===== src/rtl/dsec_pkg.sv =====
// rtl/dsec_pkg.sv - shared types and constants for the DSEC output sequencer
package dsec_pkg;

  localparam int DATA_W = 64;
  localparam int BITS_W = 7;

  typedef enum logic [2:0] {
    ST_RUN,
    ST_KEYCFG,
    ST_FLUSH,
    ST_FWAIT,
    ST_DRAIN
  } state_e;

  typedef struct packed {
    logic [DATA_W-1:0] data;
    logic [BITS_W-1:0] bits;
    logic              last;
  } fifo_entry_t;

endpackage


===== src/rtl/dsec_word_fifo.sv =====
// rtl/dsec_word_fifo.sv - synchronous word FIFO; a push into a full FIFO is taken when a pop shares the edge
module dsec_word_fifo #(
  parameter int WIDTH = 72,
  parameter int DEPTH = 4
) (
  input  logic                     clk,
  input  logic                     rst,
  input  logic                     push,
  input  logic                     pop,
  input  logic [WIDTH-1:0]         wdata,
  output logic [WIDTH-1:0]         rdata,
  output logic                     full,
  output logic                     empty,
  output logic [$clog2(DEPTH):0]   count
);

  localparam int AW = $clog2(DEPTH);
  localparam logic [AW:0] FULL_CNT = (AW+1)'(DEPTH);

  logic [WIDTH-1:0] mem_q [DEPTH];
  logic [WIDTH-1:0] mem_d [DEPTH];
  logic [AW-1:0]    wr_ptr_q, wr_ptr_d;
  logic [AW-1:0]    rd_ptr_q, rd_ptr_d;
  logic [AW:0]      count_q, count_d;
  logic             do_push, do_pop;

  assign full  = (count_q == FULL_CNT);
  assign empty = (count_q == '0);
  assign count = count_q;
  assign rdata = mem_q[rd_ptr_q];

  always_comb begin
    do_pop   = pop & ~empty;
    do_push  = push & (~full | do_pop);
    mem_d    = mem_q;
    wr_ptr_d = wr_ptr_q;
    rd_ptr_d = rd_ptr_q;
    count_d  = count_q;
    if (do_push) begin
      mem_d[wr_ptr_q] = wdata;
      wr_ptr_d        = wr_ptr_q + 1'b1;
    end
    if (do_pop) begin
      rd_ptr_d = rd_ptr_q + 1'b1;
    end
    case ({do_push, do_pop})
      2'b10:   count_d = count_q + 1'b1;
      2'b01:   count_d = count_q - 1'b1;
      default: count_d = count_q;
    endcase
  end

  always_ff @(posedge clk) begin
    if (rst) begin
      wr_ptr_q <= '0;
      rd_ptr_q <= '0;
      count_q  <= '0;
    end else begin
      wr_ptr_q <= wr_ptr_d;
      rd_ptr_q <= rd_ptr_d;
      count_q  <= count_d;
    end
  end

  // Storage needs no reset: the pointers and count decide what is visible.
  always_ff @(posedge clk) begin
    mem_q <= mem_d;
  end

endmodule


===== src/rtl/dsec_out_sequencer.sv =====
// rtl/dsec_out_sequencer.sv - output buffer, receiver handshake and end-of-stream flush sequencing
module dsec_out_sequencer #(
  parameter int DEPTH         = 4,
  parameter int DATA_W        = dsec_pkg::DATA_W,
  parameter int BITS_W        = dsec_pkg::BITS_W,
  parameter int FLUSH_TIMEOUT = 16
) (
  input  logic              clk,
  input  logic              rst,
  input  logic              key_config,
  input  logic              end_stream,
  input  logic              scon_done,
  input  logic [DATA_W-1:0] scon_data,
  input  logic [BITS_W-1:0] scon_bits,
  input  logic              out_rcvd,
  output logic              out_valid,
  output logic [DATA_W-1:0] out_data,
  output logic [BITS_W-1:0] out_bits,
  output logic              out_last,
  output logic              dump_comp,
  output logic              stall,
  output logic              flush_done,
  output logic              overflow
);

  import dsec_pkg::*;

  typedef struct packed {
    logic [DATA_W-1:0] data;
    logic [BITS_W-1:0] bits;
    logic              last;
  } entry_t;

  localparam int CW = $clog2(DEPTH) + 1;
  localparam logic [CW-1:0] FULL_CNT = CW'(DEPTH);
  localparam int TW = $clog2(FLUSH_TIMEOUT + 1);
  localparam logic [TW-1:0] TIMEOUT_LOAD = TW'(FLUSH_TIMEOUT);

  state_e        state_q, state_d;
  logic [TW-1:0] timer_q, timer_d;
  logic          overflow_q, overflow_d;

  entry_t        push_entry, head;
  logic          push_req, pop, in_fwait;
  logic          fifo_full, fifo_empty;
  logic [CW-1:0] fifo_count;

  assign in_fwait = (state_q == ST_FWAIT);
  // A zero-bit residual word ends the wait but is never buffered.
  assign push_req   = scon_done & ~(in_fwait & (scon_bits == '0));
  assign push_entry = '{data: scon_data, bits: scon_bits, last: in_fwait};
  assign pop        = out_rcvd & ~fifo_empty;
  assign overflow_d = overflow_q | (push_req & ~pop & (fifo_count == FULL_CNT));

  dsec_word_fifo #(
    .WIDTH ($bits(entry_t)),
    .DEPTH (DEPTH)
  ) u_fifo (
    .clk   (clk),
    .rst   (rst),
    .push  (push_req),
    .pop   (pop),
    .wdata (push_entry),
    .rdata (head),
    .full  (fifo_full),
    .empty (fifo_empty),
    .count (fifo_count)
  );

  always_comb begin
    state_d    = state_q;
    timer_d    = timer_q;
    dump_comp  = 1'b0;
    flush_done = 1'b0;
    case (state_q)
      ST_RUN: begin
        if (key_config)      state_d = ST_KEYCFG;
        else if (end_stream) state_d = ST_FLUSH;
      end
      ST_KEYCFG: begin
        if (!key_config) state_d = ST_RUN;
      end
      ST_FLUSH: begin
        dump_comp = 1'b1;
        timer_d   = TIMEOUT_LOAD;
        state_d   = ST_FWAIT;
      end
      ST_FWAIT: begin
        if (scon_done) begin
          state_d = ST_DRAIN;
        end else begin
          timer_d = timer_q - 1'b1;
          if (timer_q == TW'(1)) state_d = ST_DRAIN;
        end
      end
      ST_DRAIN: begin
        if (fifo_empty) begin
          flush_done = 1'b1;
          state_d    = ST_RUN;
        end
      end
      default: state_d = ST_RUN;
    endcase
  end

  always_ff @(posedge clk) begin
    if (rst) begin
      state_q    <= ST_RUN;
      timer_q    <= '0;
      overflow_q <= 1'b0;
    end else begin
      state_q    <= state_d;
      timer_q    <= timer_d;
      overflow_q <= overflow_d;
    end
  end

  assign out_valid = ~fifo_empty;
  assign out_data  = fifo_empty ? '0 : head.data;
  assign out_bits  = fifo_empty ? '0 : head.bits;
  assign out_last  = ~fifo_empty & head.last;
  assign stall     = (state_q != ST_RUN) | fifo_full | key_config;
  assign overflow  = overflow_q;

endmodule


===== config.mk =====
export PLATFORM = sky130hd
export DESIGN_NAME = dsec_out_sequencer
export DESIGN_NICKNAME = d
export VERILOG_FILES = /design/src/rtl/dsec_pkg.sv /design/src/rtl/dsec_word_fifo.sv /design/src/rtl/dsec_out_sequencer.sv
export SDC_FILE = /design/constraint.sdc
export NUM_CORES = 1
export LEC_CHECK = 0
export BUFFER_PORTS_ARGS = -buffer_cell sky130_fd_sc_hd__buf_4
export CORE_MARGIN = 4
export CORE_UTILIZATION = 50
export CTS_CLUSTER_DIAMETER = 30
export DETAILED_ROUTE_END_ITERATION = 8
export PLACE_DENSITY = 0.73
export SLEW_MARGIN = 20
export SYNTH_ARGS = -nofsm -noshare
export SYNTH_HDL_FRONTEND = slang
export SYNTH_HIERARCHICAL = 1
export SYNTH_SLANG_ARGS = --single-unit

===== constraint.sdc =====
create_clock -name clk -period 3.8 [get_ports clk]
set_input_delay 0.19 -clock clk [delete_from_list [all_inputs] [get_ports clk]]
set_output_delay 0.19 -clock clk [all_outputs]
set_load 0.01 [all_outputs]

==> summary.md <==
| Metric | Value |
|---|---|
| Layout area overhead | `32.1%` |
| Routed WL | `around 25,000 microns` |
| Slowest CP cell | `dfxtp_4` |
| Detailed Route Iter0 Violations | `515` |
| Leading area contributor after synthesis | `edfxtp_1` |
| CTS Sinks | `304` |
| Synth cell types | `41` |
| Hold endpoint | `timer_q[1]` |
| Worst-path clk slew | `about 0.050 ns` |
| Inserted Diodes | `0` |
| Post-synth EDFFs | `approximately 290` |
| Synthesized area per cell | `20.7 sq um` |
| Core area | `23,400 sq um` |
| Max Fclk | `360 MHz` |
| Die Wd | `162 microns` |
| Syn. warnings | `6` |
| Top cell type's share of synthesized area | `0.729` |
| Reg2reg setup slack | `1.18 ns` |
| Unrepaired setup endpoints after global routing | `false` |
| Synth Flop Type | `edfxtp_1` |
| Number of CTS-inserted buffers | `between 40 and 50` |
| Largest net degree at the start of global routing | `77` |
| DR WL/cell | `around 21 microns` |
| Critical Path RT | `3.61 ns` |
| Final Setup Violations | `0` |
| Run status | `complete, no violations` |
| # H-tree levels | `2` |
| RR Endpoint | `u_fifo/count[2]` |
| Total gr overflow | `0` |
| Vias in the first global route | `6,852` |
| MaxCap Viol Count | `0` |
| Initial core utilization | `0.507` |
| Clk_lat worst skew | `0.52 ns` |
| Initial antenna violation count | `1` |
| Most used cell along the critical path | `buf_4` |
| Final setup TNS | `0 ns` |
| Dominant cells by area after synthesis | `edfxtp_1 73%, mux4_2 14%, nor2b_1 3.9%` |
| Multi-input logic area | `roughly 2700 sq um` |
| Placer Congestion | `0.763` |
| Clock root buffer master | `clkbuf_16` |
| Antenna-violating nets left | `0` |
| Num ports | `154` |
| DRC | `0` |
| Flops & latches, synth | `between 300 and 400` |
| Via count | `6,243` |
| Register area | `8980 sq um` |
| Slew @ Worst Pin | `1.10 ns` |
| Number of cells on the worst hold path | `4` |
| Startpoint of the worst hold path | `scon_done` |
| IR drop worst, VDD | `0.000343 V` |
| Synth Cell Area | `11,900 sq um` |
| Critical-path cell list | `buf_4 > mux4_2 > nor2b_1 > buf_4` |
| Sequential share of the synthesized area | `0.756` |
| FF-to-FF Start | `state_q[2]` |
| Fin. max-slew vios | `0` |
| CP Capture Type | `primary output` |
| Post-layout min period | `2.78 ns` |
| Arrival time worst endpoint | `~2.6 ns` |
| Via/cell ratio | `5.29` |
| Die ar. | `26,300 sq um` |
| First-pass GRT wire length | `38,400 microns` |
| Post-route insts no fill | `1,180` |
| Delay-heaviest family, CP | `buffers and inverters` |
| Die height | `162 microns` |
| Ys async rst share | `0` |
| Count leader, synth | `edfxtp_1` |
| 1st-pass router iterations | `5` |
| Slew margin rel. | `0.267` |
| Worst-case clock buffer depth | `3` |
| LEAKAGE | `0.00542 uW` |
| CTS tree | `yes` |
| WS Path Type | `reg2out` |
| Share of cells above drive strength 1 | `0.374` |
| Most instantiated cells after synthesis | `288 x edfxtp_1, 74 x nor2b_1, 72 x mux4_2` |
| Cell Count Post-Placement | `1,026` |
| Skew final | `between 0.01 and 0.015 ns` |
| CP Buf/Inv Count | `2` |
| Tcrit/Tclk final | `0.732` |
| Worst min path class | `in2reg` |
| Site row count | `56` |
| Syn Nets | `659` |
| Max incr delay on CP | `0.63 ns` |
| Final hold vios | `0` |
| PwrDens | `about 670 nW/um^2` |
| Cells after Synth | `574` |
| CP max FO | `21` |
| Crit start category | `flip-flop` |
| Reg2Reg Depth | `11` |
| Final net count | `911` |
| HPWL Detailed | `13,900 microns` |
| FILL cells | `1,550` |
| GRT Overall Usage | `0.189` |
| # port buffers | `153` |
tightest hold or removal path: cells and delay by family:
kind,cells,cell delay (ns)
buf+inv,1,0.12
simple gates,3,0.19
registers in the layout, summed over array words and instances (netlist names):
name and flops:
overflow 1, state_q 3, timer_q 5, u_fifo/count 3, u_fifo/mem_q 288, u_fifo/rd_ptr_q 2, u_fifo/wr_ptr_q 2
metrics by stage:
stage / cell area [sq um] / setup WS [ns] / power [uW] / hold slack [ns] / util
4_1_cts: 15700 / 0.933 / 10500 / 0.00776 / 0.670
3_3_place_gp: 13400 / 1.34 / 6210 / 0.389 / 0.571
3_5_place_dp: 13400 / 1.22 / 6270 / 0.395 / 0.571
2_1_floorplan: 11900 / 0.556 / 5290 / 0.289 / -
6_report: 15700 / 1.02 / 10400 / 0.0321 / 0.670
5_1_grt: 15700 / 0.849 / 10800 / 0.0435 / 0.670
placed cells by master (no fill, tap or decap), types with 8 or more instances in the layout:
cell             n
dlygate4sd3_1   73
inv_1           13
nor3_1           8
nor2b_1         74
mux4_2          72
edfxtp_1       288
nor2_1          14
dfxtp_1         14
clkbuf_16       46
buf_4          155
clkinvlp_4       9
timing repair:
item                       CTS  global route
hold buffers                73             0
buffers inserted             0             0
hold endpoints to repair   292             0
setup endpoints to repair    0             0
gates resized for setup      0             0
worst max-delay path by stage:
stage | start | endpoint | slack (ns) | cells past startpoint
after floorplan | state_q[2] | u_fifo/mem_q[0] | 0.56 | 5
after global placement | scon_bits[1] | u_fifo/count[2] | 1.34 | 11
after detailed placement | scon_bits[1] | u_fifo/count[2] | 1.22 | 11
after CTS | u_fifo/rd_ptr_q[0] | out_data[38] | 0.93 | 4
after global routing | u_fifo/rd_ptr_q[0] | out_data[38] | 0.85 | 4
final | u_fifo/rd_ptr_q[0] | out_data[38] | 1.02 | 4
where the power goes:
part	internal [uW]	leakage (uW)	switching [uW]	total [uW]
Sequential	3910	0.00278	121	4040
Clock	2720	0.000738	1480	4190
Combinational	1070	0.00191	1120	2200
area by class of cell:
cell class / instances / share of cell area
Inverter: 15 / 0.00359
Sequential cell: 304 / 0.573
Tap cell: 319 / 0.0255
Clock buffer: 48 / 0.0739
Timing Repair Buffer: 233 / 0.127
Multi-Input combinational cell: 228 / 0.170
Clock inverter: 33 / 0.0264
layer usage:
metal,up-vias,part of all wire,global-route usage
met5,-,0.00053,0
met4,2,0.019,0.0573
met3,36,0.058,0.0388
met2,220,0.52,0.321
met1,3188,0.40,0.249
li1,2797,-,-
cells by family after synthesis:
group,after synthesis,share of synthesized area
AO/OA/AOI/OAI,18,0.0105
XOR/XNOR,6,0.00443
adder cells (fa/ha/maj),8,0.00907
buffers and inverters,42,0.0200
flip-flops,304,0.756
multiplexers,74,0.138
AND/OR/NAND/NOR,122,0.0614
(Power assumes the default switching activity.)
